[config.mk]
export PLATFORM = sky130hd
export DESIGN_NAME = fetch_stage
export DESIGN_NICKNAME = d
export VERILOG_FILES = /design/src/rtl/fetch_stage.sv
export SDC_FILE = /design/constraint.sdc
export NUM_CORES = 1
export LEC_CHECK = 0
export BUFFER_PORTS_ARGS = -buffer_cell sky130_fd_sc_hd__buf_2
export CAP_MARGIN = 20
export CORE_AREA = 2 2 157 159
export DETAILED_ROUTE_END_ITERATION = 8
export DIE_AREA = 0 0 159 161
export GPL_ROUTABILITY_DRIVEN = 0
export HOLD_SLACK_MARGIN = 0.06
export PLACE_DENSITY = 0.76
export SYNTH_ARGS = -nofsm -noshare
export SYNTH_HDL_FRONTEND = slang
export SYNTH_SLANG_ARGS = --single-unit
[constraint.sdc]
create_clock -name clk -period 7.65 [get_ports clk]
set_input_delay 0.3825 -clock clk [delete_from_list [all_inputs] [get_ports clk]]
set_output_delay 0.3825 -clock clk [all_outputs]
set_load 0.05 [all_outputs]
[src/rtl/fetch_stage.sv]
// fetch_stage: instruction fetch stage feeding decode.
//
// Keeps the fetch PC and issues one sequential read per cycle to a synchronous
// program memory with 1-cycle read latency. Returned words are queued in a
// DEPTH-entry prefetch FIFO and offered to decode over a valid/ready handshake.
// A redirect flushes every buffered and in-flight instruction and restarts
// fetch at the (word-aligned) target.
//
// Optional feature macro: FETCH_BYPASS_EN
//   When defined, a response arriving while the FIFO is empty is presented to
//   decode in the same cycle; it is only written into the FIFO if decode does
//   not take it. Redirect-to-valid latency drops from 3 to 2 cycles.
//
// Parameters:
//   DEPTH    - prefetch FIFO entries (power of two, >= 2)
//   RESET_PC - fetch address after reset (word aligned)
//
// Ports:
//   clk, rst         - clock, synchronous active-high reset
//   imem_req         - read strobe to program memory
//   imem_addr        - read address (meaningful when imem_req=1)
//   imem_rdata       - read data, valid the cycle after a request
//   redirect_valid   - taken branch/jump: flush and refetch
//   redirect_pc      - new fetch address (low 2 bits ignored)
//   out_valid        - instruction/pc valid to decode
//   out_ready        - decode accepts this cycle
//   out_instruction  - instruction word (NOP when nothing buffered)
//   out_pc           - address of out_instruction (0 when nothing buffered)
module fetch_stage #(
    parameter int unsigned DEPTH    = 4,
    parameter logic [31:0] RESET_PC = 32'h0000_0000
) (
    input  logic        clk,
    input  logic        rst,
    output logic        imem_req,
    output logic [31:0] imem_addr,
    input  logic [31:0] imem_rdata,
    input  logic        redirect_valid,
    input  logic [31:0] redirect_pc,
    output logic        out_valid,
    input  logic        out_ready,
    output logic [31:0] out_instruction,
    output logic [31:0] out_pc
);

    localparam int unsigned PW      = $clog2(DEPTH);
    localparam int unsigned CW      = PW + 1;
    localparam logic [CW:0] DEPTH_W = (CW+1)'(DEPTH);
    localparam logic [31:0] NOP     = 32'h0000_0013;

    logic [31:0]   fetch_pc_q, fetch_pc_d;
    logic          inflight_q, inflight_d;
    logic [31:0]   inflight_pc_q, inflight_pc_d;
    logic [PW-1:0] rd_ptr_q, rd_ptr_d;
    logic [PW-1:0] wr_ptr_q, wr_ptr_d;
    logic [CW-1:0] count_q, count_d;

    logic [31:0]   fifo_instr_q [DEPTH];
    logic [31:0]   fifo_pc_q    [DEPTH];

    logic          head_valid;
    logic          bypass_valid;
    logic [CW:0]   occupancy;
    logic          push;
    logic          pop;

    always_comb begin
        head_valid = (count_q != '0);

        bypass_valid = 1'b0;
`ifdef FETCH_BYPASS_EN
        // Response cycle with nothing queued ahead of it: hand it straight on.
        bypass_valid = !rst && !redirect_valid && !head_valid && inflight_q;
`endif

        // Credit: buffered entries plus the one in flight never exceed DEPTH,
        // so a response always has a free slot to land in.
        occupancy = {1'b0, count_q} + {{CW{1'b0}}, inflight_q};
        imem_req  = !rst && !redirect_valid && (occupancy < DEPTH_W);
        imem_addr = rst ? RESET_PC : fetch_pc_q;

        out_valid       = (!rst && !redirect_valid && head_valid) || bypass_valid;
        out_instruction = NOP;
        out_pc          = '0;
        if (!rst) begin
            if (head_valid) begin
                out_instruction = fifo_instr_q[rd_ptr_q];
                out_pc          = fifo_pc_q[rd_ptr_q];
            end else if (bypass_valid) begin
                out_instruction = imem_rdata;
                out_pc          = inflight_pc_q;
            end
        end

        pop  = out_valid && out_ready && head_valid;
        // A bypassed response that decode took is consumed, not stored.
        push = !rst && !redirect_valid && inflight_q && !(bypass_valid && out_ready);

        fetch_pc_d    = fetch_pc_q;
        inflight_d    = 1'b0;
        inflight_pc_d = inflight_pc_q;
        rd_ptr_d      = rd_ptr_q;
        wr_ptr_d      = wr_ptr_q;
        count_d       = count_q;

        if (redirect_valid) begin
            fetch_pc_d = redirect_pc & ~32'h0000_0003;
            rd_ptr_d   = '0;
            wr_ptr_d   = '0;
            count_d    = '0;
        end else begin
            if (imem_req) begin
                fetch_pc_d    = fetch_pc_q + 32'd4;
                inflight_d    = 1'b1;
                inflight_pc_d = fetch_pc_q;
            end
            if (push) begin
                wr_ptr_d = wr_ptr_q + PW'(1);
            end
            if (pop) begin
                rd_ptr_d = rd_ptr_q + PW'(1);
            end
            count_d = count_q + CW'(push) - CW'(pop);
        end
    end

    always_ff @(posedge clk) begin
        if (rst) begin
            fetch_pc_q    <= RESET_PC;
            inflight_q    <= 1'b0;
            inflight_pc_q <= '0;
            rd_ptr_q      <= '0;
            wr_ptr_q      <= '0;
            count_q       <= '0;
        end else begin
            fetch_pc_q    <= fetch_pc_d;
            inflight_q    <= inflight_d;
            inflight_pc_q <= inflight_pc_d;
            rd_ptr_q      <= rd_ptr_d;
            wr_ptr_q      <= wr_ptr_d;
            count_q       <= count_d;
        end
    end

    // FIFO payload needs no reset: entries are only read while count_q covers them.
    always_ff @(posedge clk) begin
        if (push) begin
            fifo_instr_q[wr_ptr_q] <= imem_rdata;
            fifo_pc_q[wr_ptr_q]    <= inflight_pc_q;
        end
    end

endmodule

==> impl_table.tex, run 1 <==
\begin{tabular}{lr}
\hline
Metric & Value \\
\hline
\multicolumn{2}{l}{\textbf{Run status}} \\
Outcome & finished clean \\
\multicolumn{2}{l}{\textbf{Placed design}} \\
Worst slack at placement & 4770 ps \\
Port buffer count & 159 \\
Total placed cells including tap cells & 1275 \\
Post-DP HPWL & 15.2 mm \\
\multicolumn{2}{l}{\textbf{Timing}} \\
Worst setup slack after layout & 4320 ps \\
Number of setup violations in the final report & 0 \\
Clock tree skew after final layout & 10.6 ps \\
Final period utilization & 43.5\% \\
Max Slew Vio Count & 0 \\
Max frequency & 300 MHz \\
Unrepaired setup endpoints after global routing & no \\
Count of final hold-check violations & 0 \\
Worst slew pin tran & 1010 ps \\
Final period demand of the worst path & 3330 ps \\
Relative slew margins & 32.4\% \\
Total Neg Setup Slack & 0 ps \\
\multicolumn{2}{l}{\textbf{Floorplan}} \\
Effective utilization at floorplan & 53.8\% \\
X dimension of the die & 159 microns \\
I/O pin count & 166 \\
Die Ht & 161 microns \\
Core Region & 24000 sq um \\
\# rows & 57 \\
Die footprint & 25600 sq um \\
\multicolumn{2}{l}{\textbf{Detailed routing}} \\
Overall routed net length & 26.0 mm \\
Number of iterations in the first detailed-routing pass & 5 \\
Antenna-violating nets left & 0 \\
1st-iter DRT viols & 518 \\
Post-route DRC & 0 \\
Number of vias per cell & 5.54 \\
Routed length per placed instance & 19.0 microns \\
Vias & 7563 \\
\multicolumn{2}{l}{\textbf{Clocking}} \\
H-tree levels & 1 \\
Root Driver & sky130\_fd\_sc\_hd\_\_clkbuf\_16 \\
Post-cts resize count & 0 \\
Longest Clk Path Bufs & 3 \\
Count of buffers added by post-CTS timing repair for setup & 0 \\
CTS sink count & 318 \\
Latest clock arrival within the worst-skew pair & 550 ps \\
Clock slew seen by the registers of the worst setup and hold paths & 60 ps \\
Number of buffers added to fix hold violations after cts & 32 \\
CTS Buf Count & 31 \\
TritonCTS clock tree & yes \\
\multicolumn{2}{l}{\textbf{Setup path}} \\
Worst path required time & 7270 ps \\
Cell with the largest stage delay on the worst path & sky130\_fd\_sc\_hd\_\_nor3\_1 \\
Arrival time at the worst endpoint & 2950 ps \\
CP max stage delay & 610 ps \\
Cell depth of the worst flop-to-flop path & 9 \\
Worst path top cell family by delay & simple AND/OR/NAND/NOR gates \\
Critical path depth in cells & 5 \\
Element type at the critical path end & output pin \\
Critical path startpoint category & register \\
Max FO, Critical Path & 47 \\
Number of buffer and inverter stages on the critical path & 2 \\
Startpoint-to-endpoint class of the critical path & reg2out \\
Cell Chain, Critical Path & nor3\_1 -> or2\_2 -> buf\_4 -> nor2b\_1 -> buf\_2 \\
\multicolumn{2}{l}{\textbf{Synthesis}} \\
Total of flip-flops plus latches after synthesis & 318 \\
Count of yosys warnings during synthesis & 0 \\
Cell accounting for the most synthesized area & sky130\_fd\_sc\_hd\_\_edfxtp\_1 \\
Summed instance area of the synthesized netlist & 12900 sq um \\
Yosys cell types & 59 \\
Number of enable-type register cells in the synthesized netlist & 248 \\
Cell types with the largest area share after synthesis & sky130\_fd\_sc\_hd\_\_edfxtp\_1 58\%, sky130\_fd\_sc\_hd\_\_dfxtp\_1 11\%, sky130\_fd\_sc\_hd\_\_mux4\_2 11\%, sky130\_fd\_sc\_hd\_\_nor2b\_1 4.2\%, sky130\_fd\_sc\_hd\_\_nand2\_1 2.5\% \\
Synthesized area per cell & 15.4 sq um \\
Area share of the largest cell type after synthesis & 57.7\% \\
Async set or reset register ratio after synthesis & 0\% \\
Commonest register cell after synthesis & sky130\_fd\_sc\_hd\_\_edfxtp\_1 \\
Sequential share of the synthesized area & 68.6\% \\
Post-synthesis cell count & 840 \\
\multicolumn{2}{l}{\textbf{GRT}} \\
Global-route wire length before repair & 41.4 mm \\
Via count of the first global-routing pass & 7631 \\
Initial antenna violation count & 1 \\
Total GRT Usage & 20.3\% \\
Residual overflow from global routing & 0 \\
Pin count of the biggest net entering global routing & 63 \\
\multicolumn{2}{l}{\textbf{Final layout}} \\
Share of layout cells above drive strength 1 & 28.7\% \\
Share of the core filled with cells in the final layout & 63.9\% \\
Area Overhead vs Synth & 18.6\% \\
Final-stage net count & 1094 \\
Final non-filler cell total & 1365 \\
Number of antenna diodes & 0 \\
\multicolumn{2}{l}{\textbf{Power and ir drop}} \\
Post-layout total power & 3.59 mW \\
Cell-internal power & 2.84 mW \\
Power density normalized to cell area & 235 nW/um\^{}2 \\
Fraction of power consumed by sequential logic & 53.0\% \\
Net load switching power & 0.751 mW \\
Max VDD drop & 0.145 mV \\
Part of the power in combinational logic & 4.4\% \\
Fraction of power spent switching nets & 20.9\% \\
Clock network fraction of total power & 42.6\% \\
Static power due to leakage & 5.41 nW \\
\multicolumn{2}{l}{\textbf{Worst hold path}} \\
Hold Crit Class & in2reg \\
Number of cells traversed by the worst hold path & 3 \\
\multicolumn{2}{l}{\textbf{Flow run}} \\
Max Cap Violations & 0 \\
\hline
\end{tabular}
through the flow:
stage               hold slack (ps)  area (sq um)
floorplan                       444         12900
global placement                476         13900
detailed placement              484         13900
CTS                            61.9         15300
global route                   74.0         15300
finish                         89.2         15300
cell usage after synthesis (3+ instances only):
library cell / n
sky130_fd_sc_hd__a31oi_1: 8
sky130_fd_sc_hd__inv_1: 11
sky130_fd_sc_hd__a22oi_1: 5
sky130_fd_sc_hd__dfxtp_1: 70
sky130_fd_sc_hd__xnor2_1: 9
sky130_fd_sc_hd__buf_2: 10
sky130_fd_sc_hd__or3_1: 5
sky130_fd_sc_hd__o211ai_1: 6
sky130_fd_sc_hd__a211oi_1: 11
sky130_fd_sc_hd__nand2_1: 87
sky130_fd_sc_hd__nand3_1: 13
sky130_fd_sc_hd__clkbuf_1: 37
sky130_fd_sc_hd__edfxtp_1: 248
sky130_fd_sc_hd__buf_4: 5
sky130_fd_sc_hd__a21oi_1: 39
sky130_fd_sc_hd__and3_1: 6
sky130_fd_sc_hd__nor2_1: 39
sky130_fd_sc_hd__or2_2: 3
sky130_fd_sc_hd__o21ai_0: 5
sky130_fd_sc_hd__nor3_1: 3
sky130_fd_sc_hd__xor2_1: 8
sky130_fd_sc_hd__nand4_1: 12
sky130_fd_sc_hd__nor2b_1: 86
sky130_fd_sc_hd__ha_1: 8
sky130_fd_sc_hd__mux4_2: 62
power groups by stage:
stage / Clock, mW / Combinational [mW] / Sequential (mW)
after floorplan: 0 / 0.102 / 1.93
after global placement: 0 / 0.139 / 1.94
after detailed placement: 0 / 0.142 / 1.94
after CTS: 1.56 / 0.156 / 1.91
after global routing: 1.62 / 0.171 / 1.91
final: 1.53 / 0.158 / 1.91
cell usage in the layout (no fill, tap or decap), types with 3 or more instances in the layout:
cell type                       count
sky130_fd_sc_hd__a211oi_1          11
sky130_fd_sc_hd__a21oi_1           39
sky130_fd_sc_hd__a22oi_1            5
sky130_fd_sc_hd__a31oi_1            8
sky130_fd_sc_hd__and3_4             4
sky130_fd_sc_hd__buf_2            159
sky130_fd_sc_hd__buf_4              4
sky130_fd_sc_hd__bufinv_16          4
sky130_fd_sc_hd__clkbuf_1           7
sky130_fd_sc_hd__clkbuf_16         31
sky130_fd_sc_hd__clkbuf_8           3
sky130_fd_sc_hd__clkinv_2           7
sky130_fd_sc_hd__conb_1             4
sky130_fd_sc_hd__dfxtp_1           68
sky130_fd_sc_hd__dlygate4sd3_1     32
sky130_fd_sc_hd__edfxtp_1         248
sky130_fd_sc_hd__ha_1               8
sky130_fd_sc_hd__inv_1             11
sky130_fd_sc_hd__mux4_2            62
sky130_fd_sc_hd__nand2_1           87
sky130_fd_sc_hd__nand3_1           13
sky130_fd_sc_hd__nand4_1           12
sky130_fd_sc_hd__nor2_1            39
sky130_fd_sc_hd__nor2b_1           86
sky130_fd_sc_hd__nor3_1             3
sky130_fd_sc_hd__o211ai_1           6
sky130_fd_sc_hd__o21ai_0            5
sky130_fd_sc_hd__or2_2              3
sky130_fd_sc_hd__or3_1              5
sky130_fd_sc_hd__xnor2_1            9
sky130_fd_sc_hd__xor2_1             8
logic make-up (layout without fill, tap and decap cells):
group / after synthesis / in the layout / share of synthesized area, %
adders and majority gates: 9 / 9 / 0.931
xor gates and xnor gates: 17 / 17 / 1.15
other: 1 / 4 / 0.0291
buffers and inverters: 67 / 265 / 2.31
DFF: 318 / 318 / 68.6
AOI/OAI and AO/OA: 89 / 89 / 4.41
and+or+nand+nor: 276 / 276 / 11.7
muxes: 63 / 63 / 10.9
worst min-delay path: stages:
cell and delay, ps:
sky130_fd_sc_hd__buf_2 100, sky130_fd_sc_hd__nand2_1 50, sky130_fd_sc_hd__a21oi_1 50
layer usage:
| layer | share of wire (%) | global-route usage [%] |
|---|---|---|
| met1 | 45 | 29.9 |
| met2 | 46 | 31.9 |
| met3 | 7.3 | 3.75 |
| met4 | 1.4 | 4.63 |
| met5 | 0 | 0 |
final cells by class:
class,instances,area (sq um)
fillers,1772,8660
repair buffers,196,1170
clock inverters,16,191
well taps,324,405
inverters,12,45.0
flip-flops and latches,318,8860
clock buffers,41,843
multi-input cells,458,3790
sequential cells by signal (all words and copies together) (netlist names), named ones only:
| register | flops |
|---|---|
| rd_ptr_q | 2 |
| wr_ptr_q | 2 |
| fetch_pc_q | 30 |
| count_q | 3 |
| fifo_instr_q | 128 |
| inflight_q | 1 |
| fifo_pc_q | 120 |
| inflight_pc_q | 30 |
path summary, 6_finish.rpt:
path,from,end,slack [ps]
worst max-delay path,count_q[1],out_pc[4],4320
worst min-delay path,redirect_pc[2],fetch_pc_q[2],90
worst max register to register,count_q[1],count_q[2],5070
worst min register to register,inflight_pc_q[30],inflight_pc_q[30],490
No activity file was read; power rests on OpenSTA's default activity.
==> run 2: changes to the inputs <==
==> constraint.sdc (replaced) <==
create_clock -name clk -period 3.1 [get_ports clk]
set_input_delay 0.155 -clock clk [delete_from_list [all_inputs] [get_ports clk]]
set_output_delay 0.155 -clock clk [all_outputs]
set_load 0.05 [all_outputs]
==> run 2 against run 1 <==
Net effect:
- via count is 3.4% higher
- combinational power grew to 2.7 times the previous value
- first-iteration DRC count is 12% lower
- cell area is 3.6% higher
- global-route usage is 0.54 points higher
- critical path depth is 1 higher
- core utilization is 2.3 points higher
- critical endpoint is now out_instruction[16]
==> impl_table.tex, run 2 (synthesis gave the netlist of run 1 again) <==
\begin{tabular}{lr}
\hline
Metric & Value \\
\hline
\multicolumn{2}{l}{\textbf{Setup path}} \\
Arrival time at the worst endpoint & 2720 ps (-230 ps) \\
Max FO, Critical Path & 36 (-23\%) \\
Flop2flop setup slack & 260 ps (-4810 ps) \\
Startpoint-to-endpoint class of the critical path & reg2out \\
Element type at the critical path end & output pin \\
Worst path required time & 2940 ps (-4330 ps) \\
Critical path startpoint category & register \\
\multicolumn{2}{l}{\textbf{Detailed routing}} \\
1st-iter DRT viols & 456 (-12\%) \\
Number of vias per cell & 5.53 (-0.23\%) \\
Post-route DRC & 0 (unchanged) \\
Number of iterations in the first detailed-routing pass & 5 (unchanged) \\
Vias & 7822 (+3.4\%) \\
Overall routed net length & 26.6 mm (+2.3\%) \\
Antenna-violating nets left & 0 (unchanged) \\
Routed length per placed instance & 18.8 microns (-1.3\%) \\
\multicolumn{2}{l}{\textbf{Floorplan}} \\
\# rows & 57 (unchanged) \\
Die Ht & 161 microns (unchanged) \\
Effective utilization at floorplan & 53.8\% (unchanged) \\
Core Region & 24000 sq um (unchanged) \\
I/O pin count & 166 (unchanged) \\
X dimension of the die & 159 microns (unchanged) \\
Die footprint & 25600 sq um (unchanged) \\
\multicolumn{2}{l}{\textbf{GRT}} \\
M2 GR Usage & 34.3\% (+2.3 points) \\
Via count of the first global-routing pass & 7800 (+2.2\%) \\
Global-route wire length before repair & 42.2 mm (+2.0\%) \\
Total GRT Usage & 20.8\% (+0.54 points) \\
Initial antenna violation count & 0 (-1) \\
Most used routing layer & met2 \\
Met1 global-route usage & 30.1\% (+0.17 points) \\
GRT met3 Usage & 2.95\% (-0.80 points) \\
Pin count of the biggest net entering global routing & 87 (+38\%) \\
Residual overflow from global routing & 0 (unchanged) \\
\multicolumn{2}{l}{\textbf{Timing}} \\
Final period utilization & 92.6\% \\
Max frequency & 348 MHz \\
Total Neg Setup Slack & 0 ps (unchanged) \\
Number of setup violations in the final report & 0 (unchanged) \\
Unrepaired setup endpoints after global routing & no \\
Final period demand of the worst path & 2870 ps \\
Relative slew margins & 42.5\% (+10 points) \\
Max Slew Vio Count & 0 (unchanged) \\
Count of final hold-check violations & 0 (unchanged) \\
Worst slew pin tran & 863 ps (-152 ps) \\
Clock tree skew after final layout & 13.6 ps (+3.00 ps) \\
\multicolumn{2}{l}{\textbf{Clocking}} \\
Count of buffers added by post-CTS timing repair for setup & 0 (unchanged) \\
CTS Buf Count & 31 (unchanged) \\
TritonCTS clock tree & yes \\
Latest clock arrival within the worst-skew pair & 550 ps (about the same) \\
Clock slew seen by the registers of the worst setup and hold paths & 70 ps (about the same) \\
H-tree levels & 1 (unchanged) \\
Root Driver & sky130\_fd\_sc\_hd\_\_clkbuf\_16 \\
Longest Clk Path Bufs & 3 (unchanged) \\
CTS sink count & 318 (unchanged) \\
\multicolumn{2}{l}{\textbf{Final layout}} \\
Registers with the highest flip-flop counts & fifo\_instr\_q: 128 flops, fifo\_pc\_q: 120 flops \\
Share of layout cells above drive strength 1 & 29.4\% (+0.70 points) \\
Max reg flops & 128 (unchanged) \\
Most common cell after layout, fill and taps aside & sky130\_fd\_sc\_hd\_\_edfxtp\_1 \\
Top library cells by usage in the layout, fill and taps aside & 248 x sky130\_fd\_sc\_hd\_\_edfxtp\_1, 159 x sky130\_fd\_sc\_hd\_\_buf\_2, 87 x sky130\_fd\_sc\_hd\_\_nand2\_1 \\
Number of antenna diodes & 0 (unchanged) \\
Area Overhead vs Synth & 22.9\% \\
Register with the most flip-flops & fifo\_instr\_q \\
Final-stage net count & 1143 (+4.5\%) \\
\multicolumn{2}{l}{\textbf{Run status}} \\
Outcome & finished clean \\
\multicolumn{2}{l}{\textbf{Power and ir drop}} \\
Power density normalized to cell area & 565 nW/um\^{}2 (+140\%) \\
Post-layout total power & 8.97 mW (+150\%) \\
Max VDD drop & 0.335 mV (+130\%) \\
Static power due to leakage & 5.67 nW (+4.7\%) \\
\multicolumn{2}{l}{\textbf{Flow run}} \\
Max Cap Violations & 0 (unchanged) \\
\multicolumn{2}{l}{\textbf{Placed design}} \\
Port buffer count & 159 (unchanged) \\
Post-DP HPWL & 16.0 mm (+5.3\%) \\
\multicolumn{2}{l}{\textbf{Worst hold path}} \\
Hold Crit Class & in2reg \\
\hline
\end{tabular}
## run 2: changes by cell type in the layout (fill, tap and decap cells not counted), moves of 2 or more
cell / change
sky130_fd_sc_hd__clkinv_4: +2
sky130_fd_sc_hd__clkinvlp_4: +2
sky130_fd_sc_hd__clkbuf_1: -6
sky130_fd_sc_hd__buf_12: +7
sky130_fd_sc_hd__buf_4: +9
sky130_fd_sc_hd__clkinv_2: -3
sky130_fd_sc_hd__inv_4: +4
sky130_fd_sc_hd__dlygate4sd3_1: +34
## run 2: worst paths after layout
check / start / end / cells past startpoint
worst max-delay path: count_q[1] / out_instruction[16] / 6
worst min-delay path: out_ready / rd_ptr_q[0] / 4
worst min register to register: inflight_pc_q[5] / inflight_pc_q[5] / 2
worst max register to register: count_q[1] / fetch_pc_q[30] / 7
## run 2: layer usage
metal | vias up | part of all wire [%]
li1 | 3632 | -
met1 | 3843 | 43
met2 | 314 | 49
met3 | 33 | 7.0
met4 | 0 | 1.4
met5 | - | 0
## run 2: final cells by class
type | instances | area [sq um]
flip-flops and latches | 318 | 8860
well taps | 324 | 405
fillers | 1667 | 8100
clock buffers | 37 | 860
multi-input cells | 458 | 3790
repair buffers | 245 | 1690
clock inverters | 21 | 213
inverters | 12 | 45.0
## run 2: where the power goes
group | internal [mW] | switching [mW] | leakage [nW]
Clock | 2.25 | 1.59 | 0.523
Combinational | 0.172 | 0.255 | 2.15
Sequential | 4.63 | 0.0730 | 2.99
## run 2: critical path, cell delays in order, from the launching register on
cell and delay [ps]:
sky130_fd_sc_hd__dfxtp_1 360, sky130_fd_sc_hd__nor3_1 200, sky130_fd_sc_hd__buf_4 170, sky130_fd_sc_hd__or2_2 660, sky130_fd_sc_hd__buf_4 420, sky130_fd_sc_hd__nor2b_1 110
sky130_fd_sc_hd__buf_2 230
## run 2: timing repair
action / in CTS / in global routing
hold endpoints to repair: 169 / 0
hold buffers: 66 / 0
resized for setup: 0 / 0
## run 2: metrics by stage
step / cell area [sq um] / utilization [%] / hold WS, ps / setup slack, ps / cells
2_1_floorplan: 12900 / - / 254 / 546 / 843
3_3_place_gp: 14100 / 59.0 / 370 / 637 / 1291
3_5_place_dp: 14100 / 59.0 / 370 / 615 / 1291
4_1_cts: 15900 / 66.2 / 119 / 118 / 1415
5_1_grt: 15900 / 66.2 / 156 / 14.2 / 1415
6_report: 15900 / 66.2 / 137 / 228 / 1415
